## src/rtl/struct_alu_pkg.sv

```systemverilog
// ---------------------------------------------------------------------------
// struct_alu_pkg
//   Shared definitions for the struct_alu_pipe block: the operation code
//   enumeration and its width, plus a small helper for op classification.
//   No ports (package).
// ---------------------------------------------------------------------------
package struct_alu_pkg;

    localparam int OP_W = 2;

    typedef enum logic [OP_W-1:0] {
        ALU_ADD = 2'd0,
        ALU_SUB = 2'd1,
        ALU_XOR = 2'd2,
        ALU_ACC = 2'd3
    } alu_op_e;

    // True for the only op that reads and writes the running accumulator.
    function automatic logic is_acc_op(input alu_op_e op);
        return (op == ALU_ACC);
    endfunction

endpackage : struct_alu_pkg

```

## src/rtl/struct_alu_core.sv

```systemverilog
// ---------------------------------------------------------------------------
// struct_alu_core
//   Purely combinational datapath sitting between pipeline stages S1 and S2.
//   Produces the per-transaction result, the operand equality flag and the
//   value the accumulator should take if this transaction advances.
//
//   Ports
//     ops      in   2*WIDTH  packed operand bundle {data_A, data_B}
//     op       in   OP_W     operation code (alu_op_e encoding)
//     acc      in   ACC_W    current accumulator register
//     enable   in   1        0 forces res to 0 and leaves acc untouched
//     acc_clr  in   1        accumulator clear, applied before any add
//     res      out  ACC_W    result for this transaction
//     eq       out  1        data_A == data_B
//     acc_next out  ACC_W    accumulator value to load when this advances
// ---------------------------------------------------------------------------
module struct_alu_core
    import struct_alu_pkg::*;
#(
    parameter int WIDTH = 16,
    parameter int ACC_W = 24
) (
    input  logic [2*WIDTH-1:0] ops,
    input  logic [OP_W-1:0]    op,
    input  logic [ACC_W-1:0]   acc,
    input  logic               enable,
    input  logic               acc_clr,
    output logic [ACC_W-1:0]   res,
    output logic               eq,
    output logic [ACC_W-1:0]   acc_next
);

    typedef struct packed {
        logic [WIDTH-1:0] data_A;
        logic [WIDTH-1:0] data_B;
    } operand_t;

    operand_t         ops_s;
    alu_op_e          op_e;
    logic [WIDTH:0]   sum_w;
    logic [WIDTH:0]   diff_w;
    logic [ACC_W-1:0] acc_base;
    logic [ACC_W-1:0] acc_sum;

    assign ops_s = ops;
    assign op_e  = alu_op_e'(op);

    // One extra bit keeps the carry of ADD and the borrow of SUB.
    assign sum_w  = {1'b0, ops_s.data_A} + {1'b0, ops_s.data_B};
    assign diff_w = {1'b0, ops_s.data_A} - {1'b0, ops_s.data_B};

    // Clear happens before the add so a coincident clear + ACC yields A+B.
    assign acc_base = acc_clr ? '0 : acc;
    assign acc_sum  = acc_base + ACC_W'(sum_w);

    assign eq = (ops_s.data_A == ops_s.data_B);

    always_comb begin
        res = '0;
        if (enable) begin
            unique case (op_e)
                ALU_ADD: res = ACC_W'(sum_w);
                ALU_SUB: res = ACC_W'(diff_w);
                ALU_XOR: res = ACC_W'(ops_s.data_A ^ ops_s.data_B);
                ALU_ACC: res = acc_sum;
                default: res = '0;
            endcase
        end
    end

    // Non-ACC or disabled transactions still honour a pending clear.
    assign acc_next = (enable && is_acc_op(op_e)) ? acc_sum : acc_base;

endmodule : struct_alu_core

```

## src/rtl/struct_alu_pipe.sv

```systemverilog
// ---------------------------------------------------------------------------
// struct_alu_pipe
//   Two-stage pipelined operand-pair ALU with valid/ready handshakes on both
//   sides and a persistent running accumulator.
//     S1: registers the {A,B} operand struct and the op code.
//     S2: registers the computed result, equality flag and echoed op.
//   The accumulator is written only on the cycle an S1 transaction moves
//   into S2, so its change lines up with the ACC result appearing at out_*.
//
//   Ports
//     clk        in   1      clock, rising edge
//     rst        in   1      asynchronous active-high reset
//     enable     in   1      0: results forced to 0, accumulator frozen
//     acc_clr    in   1      synchronous accumulator clear
//     in_valid   in   1      upstream transaction valid
//     in_ready   out  1      transaction can be accepted this cycle
//     in_a       in   WIDTH  operand A
//     in_b       in   WIDTH  operand B
//     in_op      in   2      ADD=0, SUB=1, XOR=2, ACC=3
//     out_valid  out  1      result valid
//     out_ready  in   1      downstream accepts result
//     out_res    out  ACC_W  result
//     out_eq     out  1      A == B for this transaction
//     out_op     out  2      op code echoed with the result
//     acc_value  out  ACC_W  accumulator register
// ---------------------------------------------------------------------------
module struct_alu_pipe
    import struct_alu_pkg::*;
#(
    parameter int WIDTH = 16,
    parameter int ACC_W = 24
) (
    input  logic             clk,
    input  logic             rst,
    input  logic             enable,
    input  logic             acc_clr,
    input  logic             in_valid,
    output logic             in_ready,
    input  logic [WIDTH-1:0] in_a,
    input  logic [WIDTH-1:0] in_b,
    input  logic [1:0]       in_op,
    output logic             out_valid,
    input  logic             out_ready,
    output logic [ACC_W-1:0] out_res,
    output logic             out_eq,
    output logic [1:0]       out_op,
    output logic [ACC_W-1:0] acc_value
);

    if (ACC_W < WIDTH + 1) begin : g_bad_acc_w
        $error("struct_alu_pipe: ACC_W must be at least WIDTH+1");
    end

    typedef struct packed {
        logic [WIDTH-1:0] data_A;
        logic [WIDTH-1:0] data_B;
    } operand_t;

    // Stage 1
    logic     s1_valid_q, s1_valid_d;
    operand_t s1_ops_q,   s1_ops_d;
    alu_op_e  s1_op_q,    s1_op_d;

    // Stage 2
    logic             s2_valid_q, s2_valid_d;
    logic [ACC_W-1:0] s2_res_q,   s2_res_d;
    logic             s2_eq_q,    s2_eq_d;
    alu_op_e          s2_op_q,    s2_op_d;

    // Accumulator
    logic [ACC_W-1:0] acc_q, acc_d;

    // Handshake
    logic s2_ready;
    logic s1_ready;
    logic s1_load;
    logic s1_adv;

    // Core outputs
    logic [ACC_W-1:0] core_res;
    logic             core_eq;
    logic [ACC_W-1:0] core_acc_next;

    assign s2_ready = !s2_valid_q || out_ready;
    assign s1_ready = !s1_valid_q || s2_ready;
    assign s1_load  = in_valid && s1_ready;
    assign s1_adv   = s1_valid_q && s2_ready;

    struct_alu_core #(
        .WIDTH (WIDTH),
        .ACC_W (ACC_W)
    ) u_core (
        .ops      (s1_ops_q),
        .op       (s1_op_q),
        .acc      (acc_q),
        .enable   (enable),
        .acc_clr  (acc_clr),
        .res      (core_res),
        .eq       (core_eq),
        .acc_next (core_acc_next)
    );

    always_comb begin
        s1_valid_d = s1_ready ? in_valid : s1_valid_q;
        s1_ops_d   = s1_ops_q;
        s1_op_d    = s1_op_q;
        if (s1_load) begin
            s1_ops_d.data_A = in_a;
            s1_ops_d.data_B = in_b;
            s1_op_d         = alu_op_e'(in_op);
        end
    end

    // S2 payload only moves on an advance, so a stalled result stays put.
    always_comb begin
        s2_valid_d = s2_ready ? s1_valid_q : s2_valid_q;
        s2_res_d   = s2_res_q;
        s2_eq_d    = s2_eq_q;
        s2_op_d    = s2_op_q;
        if (s1_adv) begin
            s2_res_d = core_res;
            s2_eq_d  = core_eq;
            s2_op_d  = s1_op_q;
        end
    end

    // The core already folds acc_clr into acc_next for an advancing
    // transaction; otherwise a clear on its own just zeroes the register.
    always_comb begin
        acc_d = acc_q;
        if (s1_adv) begin
            acc_d = core_acc_next;
        end else if (acc_clr) begin
            acc_d = '0;
        end
    end

    always_ff @(posedge clk or posedge rst) begin
        if (rst) begin
            s1_valid_q <= 1'b0;
            s1_ops_q   <= '0;
            s1_op_q    <= ALU_ADD;
            s2_valid_q <= 1'b0;
            s2_res_q   <= '0;
            s2_eq_q    <= 1'b0;
            s2_op_q    <= ALU_ADD;
            acc_q      <= '0;
        end else begin
            s1_valid_q <= s1_valid_d;
            s1_ops_q   <= s1_ops_d;
            s1_op_q    <= s1_op_d;
            s2_valid_q <= s2_valid_d;
            s2_res_q   <= s2_res_d;
            s2_eq_q    <= s2_eq_d;
            s2_op_q    <= s2_op_d;
            acc_q      <= acc_d;
        end
    end

    assign in_ready  = s1_ready;
    assign out_valid = s2_valid_q;
    assign out_res   = s2_res_q;
    assign out_eq    = s2_eq_q;
    assign out_op    = s2_op_q;
    assign acc_value = acc_q;

endmodule : struct_alu_pipe

```

## config.mk

```make
export PLATFORM = sky130hd
export DESIGN_NAME = struct_alu_pipe
export DESIGN_NICKNAME = d
export VERILOG_FILES = /design/src/rtl/struct_alu_pkg.sv /design/src/rtl/struct_alu_core.sv /design/src/rtl/struct_alu_pipe.sv
export SDC_FILE = /design/constraint.sdc
export NUM_CORES = 1
export LEC_CHECK = 0
export BUFFER_PORTS_ARGS = -buffer_cell sky130_fd_sc_hd__buf_2
export CORE_MARGIN = 3
export CORE_UTILIZATION = 59
export DETAILED_ROUTE_END_ITERATION = 10
export HOLD_SLACK_MARGIN = 0.15
export PLACE_DENSITY = 0.82
export SYNTH_ARGS = -nofsm -noshare
export SYNTH_HDL_FRONTEND = slang
export SYNTH_SLANG_ARGS = --single-unit
export TNS_END_PERCENT = 5
```

## constraint.sdc

```tcl
create_clock -name clk -period 4.7 [get_ports clk]
set_input_delay 0.47 -clock clk [delete_from_list [all_inputs] [get_ports clk]]
set_output_delay 0.47 -clock clk [all_outputs]
set_load 0.05 [all_outputs]
```

# == Word level (Yosys, flattened, before mapping) ==
# Cells that the tools add are included.
# Widths: inputs -> output; s select.
# classes
add_sub_neg,3
n_mul,0
div_mod_pow,0
magnitude_cmp,0
eq_ne,4
shift,0
muxes,5
bitwise_logic,1
n_reduce_logical,8
# op_table
operator,count
$mux 24,4
$pmux 24 s4,1
$add 24x17->24,1
$add 16x16->17,1
$sub 16x16->17,1
$eq 16x16->1,1
$xor 16x16->16,1
$eq 2x2->1 const B,2
$logic_and 1x1->1,3
$eq 2x1->1 const B,1
$logic_not 1->1,2
$logic_not 2->1,1
$logic_or 1x1->1,2
# totals
reg_bits,87
latchBits,0
ramBits,0
rom_bits,0
in_bits,40
word_cells,30
mem_count,0

# == Longest topological paths before layout ==
# depth
word_depth,4
mapped_depth,20
ltp_nobuf,19

# == By module ==
# Synthesis repeated with hierarchy kept, for this count alone.
# hier_totals
hier_cells,811
area_unflattened_um2,7290.7
# by_module_without_submodules
mod,n_inst,cells_each,area_per_inst_um2
struct_alu_core,1,567,3772.4
struct_alu_pipe,1,244,3518.4

# == Worst setup path before layout ==
# No wires, ideal clock.
# synth_path
kind,register -> register
from,register s1_ops_q[0] (netlist name)
to,"register s2_res_q[22], in the netlist out_res[22]"
setup_time_ns,0.126
arrival_ns,3.992
t_required_ns,4.574
path_slack_ns,0.582
path_stages_with_launch,20
period_less_slack_ns,4.118
path_cell_list,dfrtp_1 ha_1 inv_1 fa_1 nor2_2 o311a_4 nor2_1 nor2_1 nor2_1 xnor2_1 ha_1 o21ai_0 o21bai_1 nor2b_1 o311ai_0 a31oi_1 nor2_1 o41ai_2 nor2_1 a311o_1
# synth_between
elab_chain_len,4
# synth_rtl
item,line_no,rtl
from (decl),struct_alu_pipe.sv:61,"operand_t s1_ops_q, s1_ops_d;"
from (signal assigned),struct_alu_pipe.sv:150,s1_ops_q <= s1_ops_d;
$add 16x16->17,struct_alu_core.sv:49,"assign sum_w = {1'b0, ops_s.data_A} + {1'b0, ops_s.data_B};"
$add 24x17->24,struct_alu_core.sv:54,assign acc_sum = acc_base + ACC_W'(sum_w);
$pmux 24 s4,struct_alu_core.sv:61,unique case (op_e)
$mux 24,struct_alu_core.sv:60,if (enable) begin
to (signal assigned),struct_alu_pipe.sv:153,s2_res_q <= s2_res_d;
to (decl),struct_alu_pipe.sv:66,"logic [ACC_W-1:0] s2_res_q, s2_res_d;"
# No other way between the ends.
# A chain may end at the register's enable or synchronous reset.

# == Final worst setup path ==
# layout_path
from,register s1_ops_q[0] (netlist name)
to,"register s2_res_q[20], in the netlist out_res[20]"
# The elaborated chain is that of the path after synthesis.

==> metrics.txt <==
Final Skew 0.00822 ns; CTS Root Cell clkbuf_8; placed cell count 916; H-tree Lvls 3; starting density of the core 61.4%; status completed; Yosys warnings 0; CTS tree done; Antenna Nets Post-Route 0; Slew headroom 46.5%; Tot Pwr 3.39 mW; total global routing overflow 0; DR vias/cell 5.97; pwr dens 470 mW/mm^2; area grow syn2layout 12.4%; design area 0.00722 sq mm; final wirelength 16.3 mm; Setup Buffers After CTS 0; CP endpoint kind register; row count 37; fraction of layout cells with a size suffix above 1 22.2%; gp weighted congestion 0.928; Mapped Avg Cell Area 8.98 sq um; ys flop type dfrtp_1; DP Area 0.00698 sq mm; Hold Fails Final Rpt 0; Total Nets Final 883; asr flop ratio synth 100%; CTS Buffer Depth 2; DRT Pass-1 Iters 6; Final Non-Filler Cells 932; vias in the first global route 5117; Worst-Margin Slew 0.783 ns; sequential cell area fraction in the yosys report 33.9%; die height 110 microns; Worst setup SP type register; Place WS 0.238 ns; Horiz. Die Dim 110 microns; CORE AREA 0.0105 sq mm; Synth top area share 33.9%; crit path max fanout 9; Peak VDD IR 242 uV; Mapped Area 0.00642 sq mm; Yosys reg bits 87; total global-route track usage 27.4%; Remaining DRCs 0; Synth area leader dfrtp_1; WP data required 5.01 ns; CTS Hold Buffers Added 0; Iter 0 DRT Violations 512; final cell utilization of the core 69.0%; via count 5564; Max Freq 225 MHz; Crit Path Category register to register; Pleak 3.47 nW; Critical Path AT 4.76 ns; final worst slack 0.253 ns; max-cap violation count 0; post-CTS resize count 0; Routed WL per cell 17.5 microns; Syn Inst Count 715; DPL Wire Length 12.4 mm; first-pass GRT wire length 26.0 mm; number of synthesized flops with an enable pin 0; CTS buffer count 9; I/O Pins 93; I/O Buffers 92; die area 0.0122 sq mm; pin count of the biggest net entering global routing 51; Final setup viols 0; Clock Sinks 87; most common cell after layout, fill and taps aside buf_2; period utilisation layout 94.6%; Clk pin slew, worst setup/hold paths 0.10 ns; Hold Path Class input pin to asynchronous set/reset pin; most frequent cells in the layout 92 x buf_2, 87 x dfrtp_1, 64 x nand2_1; count of pins over their slew limit 0; Syn Nets 807; synth unique cells 69; clk_lat worst skew 0.37 ns; Area contributors post-synth dfrtp_1 34%, ha_1 9.5%, mux2_2 6.7%; initial antenna violation count 0; number of diodes 0; min cycle time layout 4.45 ns
power by group:
| group | total [mW] | internal [mW] | leakage (nW) | switching, mW |
|---|---|---|---|---|
| clock network | 0.610 | 0.306 | 0.111 | 0.304 |
| registers | 0.936 | 0.857 | 1.11 | 0.0786 |
| logic | 1.85 | 0.684 | 2.25 | 1.16 |
cells by family after synthesis:
family,share of synthesized area [%]
AO/OA/AOI/OAI,18.9
XOR/XNOR,8.59
multiplexers,7.17
AND/OR/NAND/NOR,16.0
buffers and inverters,5.01
flip-flops,33.9
adder cells (fa/ha/maj),10.5
flip-flops by register name, summed over array words and instances (netlist names):
name        count
out_res        24
s1_op_q         2
out_eq          1
out_op          2
acc_value      24
s1_ops_q       32
out_valid       1
s1_valid_q      1
final cells by class:
class	instances	area, sq um
clock buffers	9	124
repair buffers	102	536
fillers	832	3240
well taps	136	170
inverters	46	174
clock inverters	7	103
flip-flops and latches	87	2180
multi-input cells	545	3940
critical path, stage by stage, from the launching register on:
cell      delay (ns)
dfrtp_1         0.42
ha_1            0.22
inv_1           0.08
fa_1            0.25
nor2_2          0.08
o311a_4         0.34
nor2_1          0.10
nor2_1          0.04
nor2_1          0.20
xnor2_1         0.12
ha_1            0.34
o21ai_0         0.15
o21bai_1        0.19
nor2b_1         0.17
o311ai_1        0.49
a31oi_2         0.21
nor2_1          0.15
o41ai_2         0.08
buf_4           0.17
or4_1           0.51
nand3_1         0.08
metal layers:
layer | vias to the layer above | GRT usage (%) | part of all wire (%)
met1 | 2634 | 41.3 | 47
met2 | 251 | 42.0 | 44
met4 | 0 | 7.04 | 1.5
met5 | - | 0 | 0
met3 | 15 | 3.32 | 7.4
li1 | 2664 | - | -
stage by stage:
step	hold WS, ns	TNS (ns)
global route	0.203	-0.0462
finish	0.144	0
floorplan	0.480	0
CTS	0.166	0
global placement	0.456	0
detailed placement	0.466	0
synth_stat cells (all sizes together) (2+ instances only):
cell type,n
a211o,2
a211oi,3
a21o,8
a21oi,42
a22o,4
a2bb2oi,2
a31oi,6
a32oi,3
and2,2
and3,2
buf,8
clkbuf,29
dfrtp,87
fa,3
ha,49
inv,45
mux2,38
nand2,64
nand2b,12
nand3,15
nand4,5
nor2,53
nor2b,26
nor3,13
nor4,5
o2111ai,2
o211ai,3
o21a,3
o21ai,61
o21bai,9
o221ai,4
o22ai,8
o311ai,2
o31a,7
o31ai,5
o41ai,3
or2,5
or3,4
or4,4
xnor2,34
xnor3,4
xor2,16
path summary, 6_finish.rpt:
check / to / slack [ns] / cells after the start / from
max: out_res[20] / 0.25 / 20 / s1_ops_q[0]
min: out_res[0] / 0.14 / 2 / rst
max reg2reg: out_res[20] / 0.25 / 20 / s1_ops_q[0]
min reg2reg: out_res[2] / 0.49 / 2 / out_res[2]
max in group asynchronous: s1_ops_q[31] / 3.47 / 3 / rst
min in group clk: s1_valid_q / 0.30 / 2 / in_valid
Power figures use the tool's default switching activity.
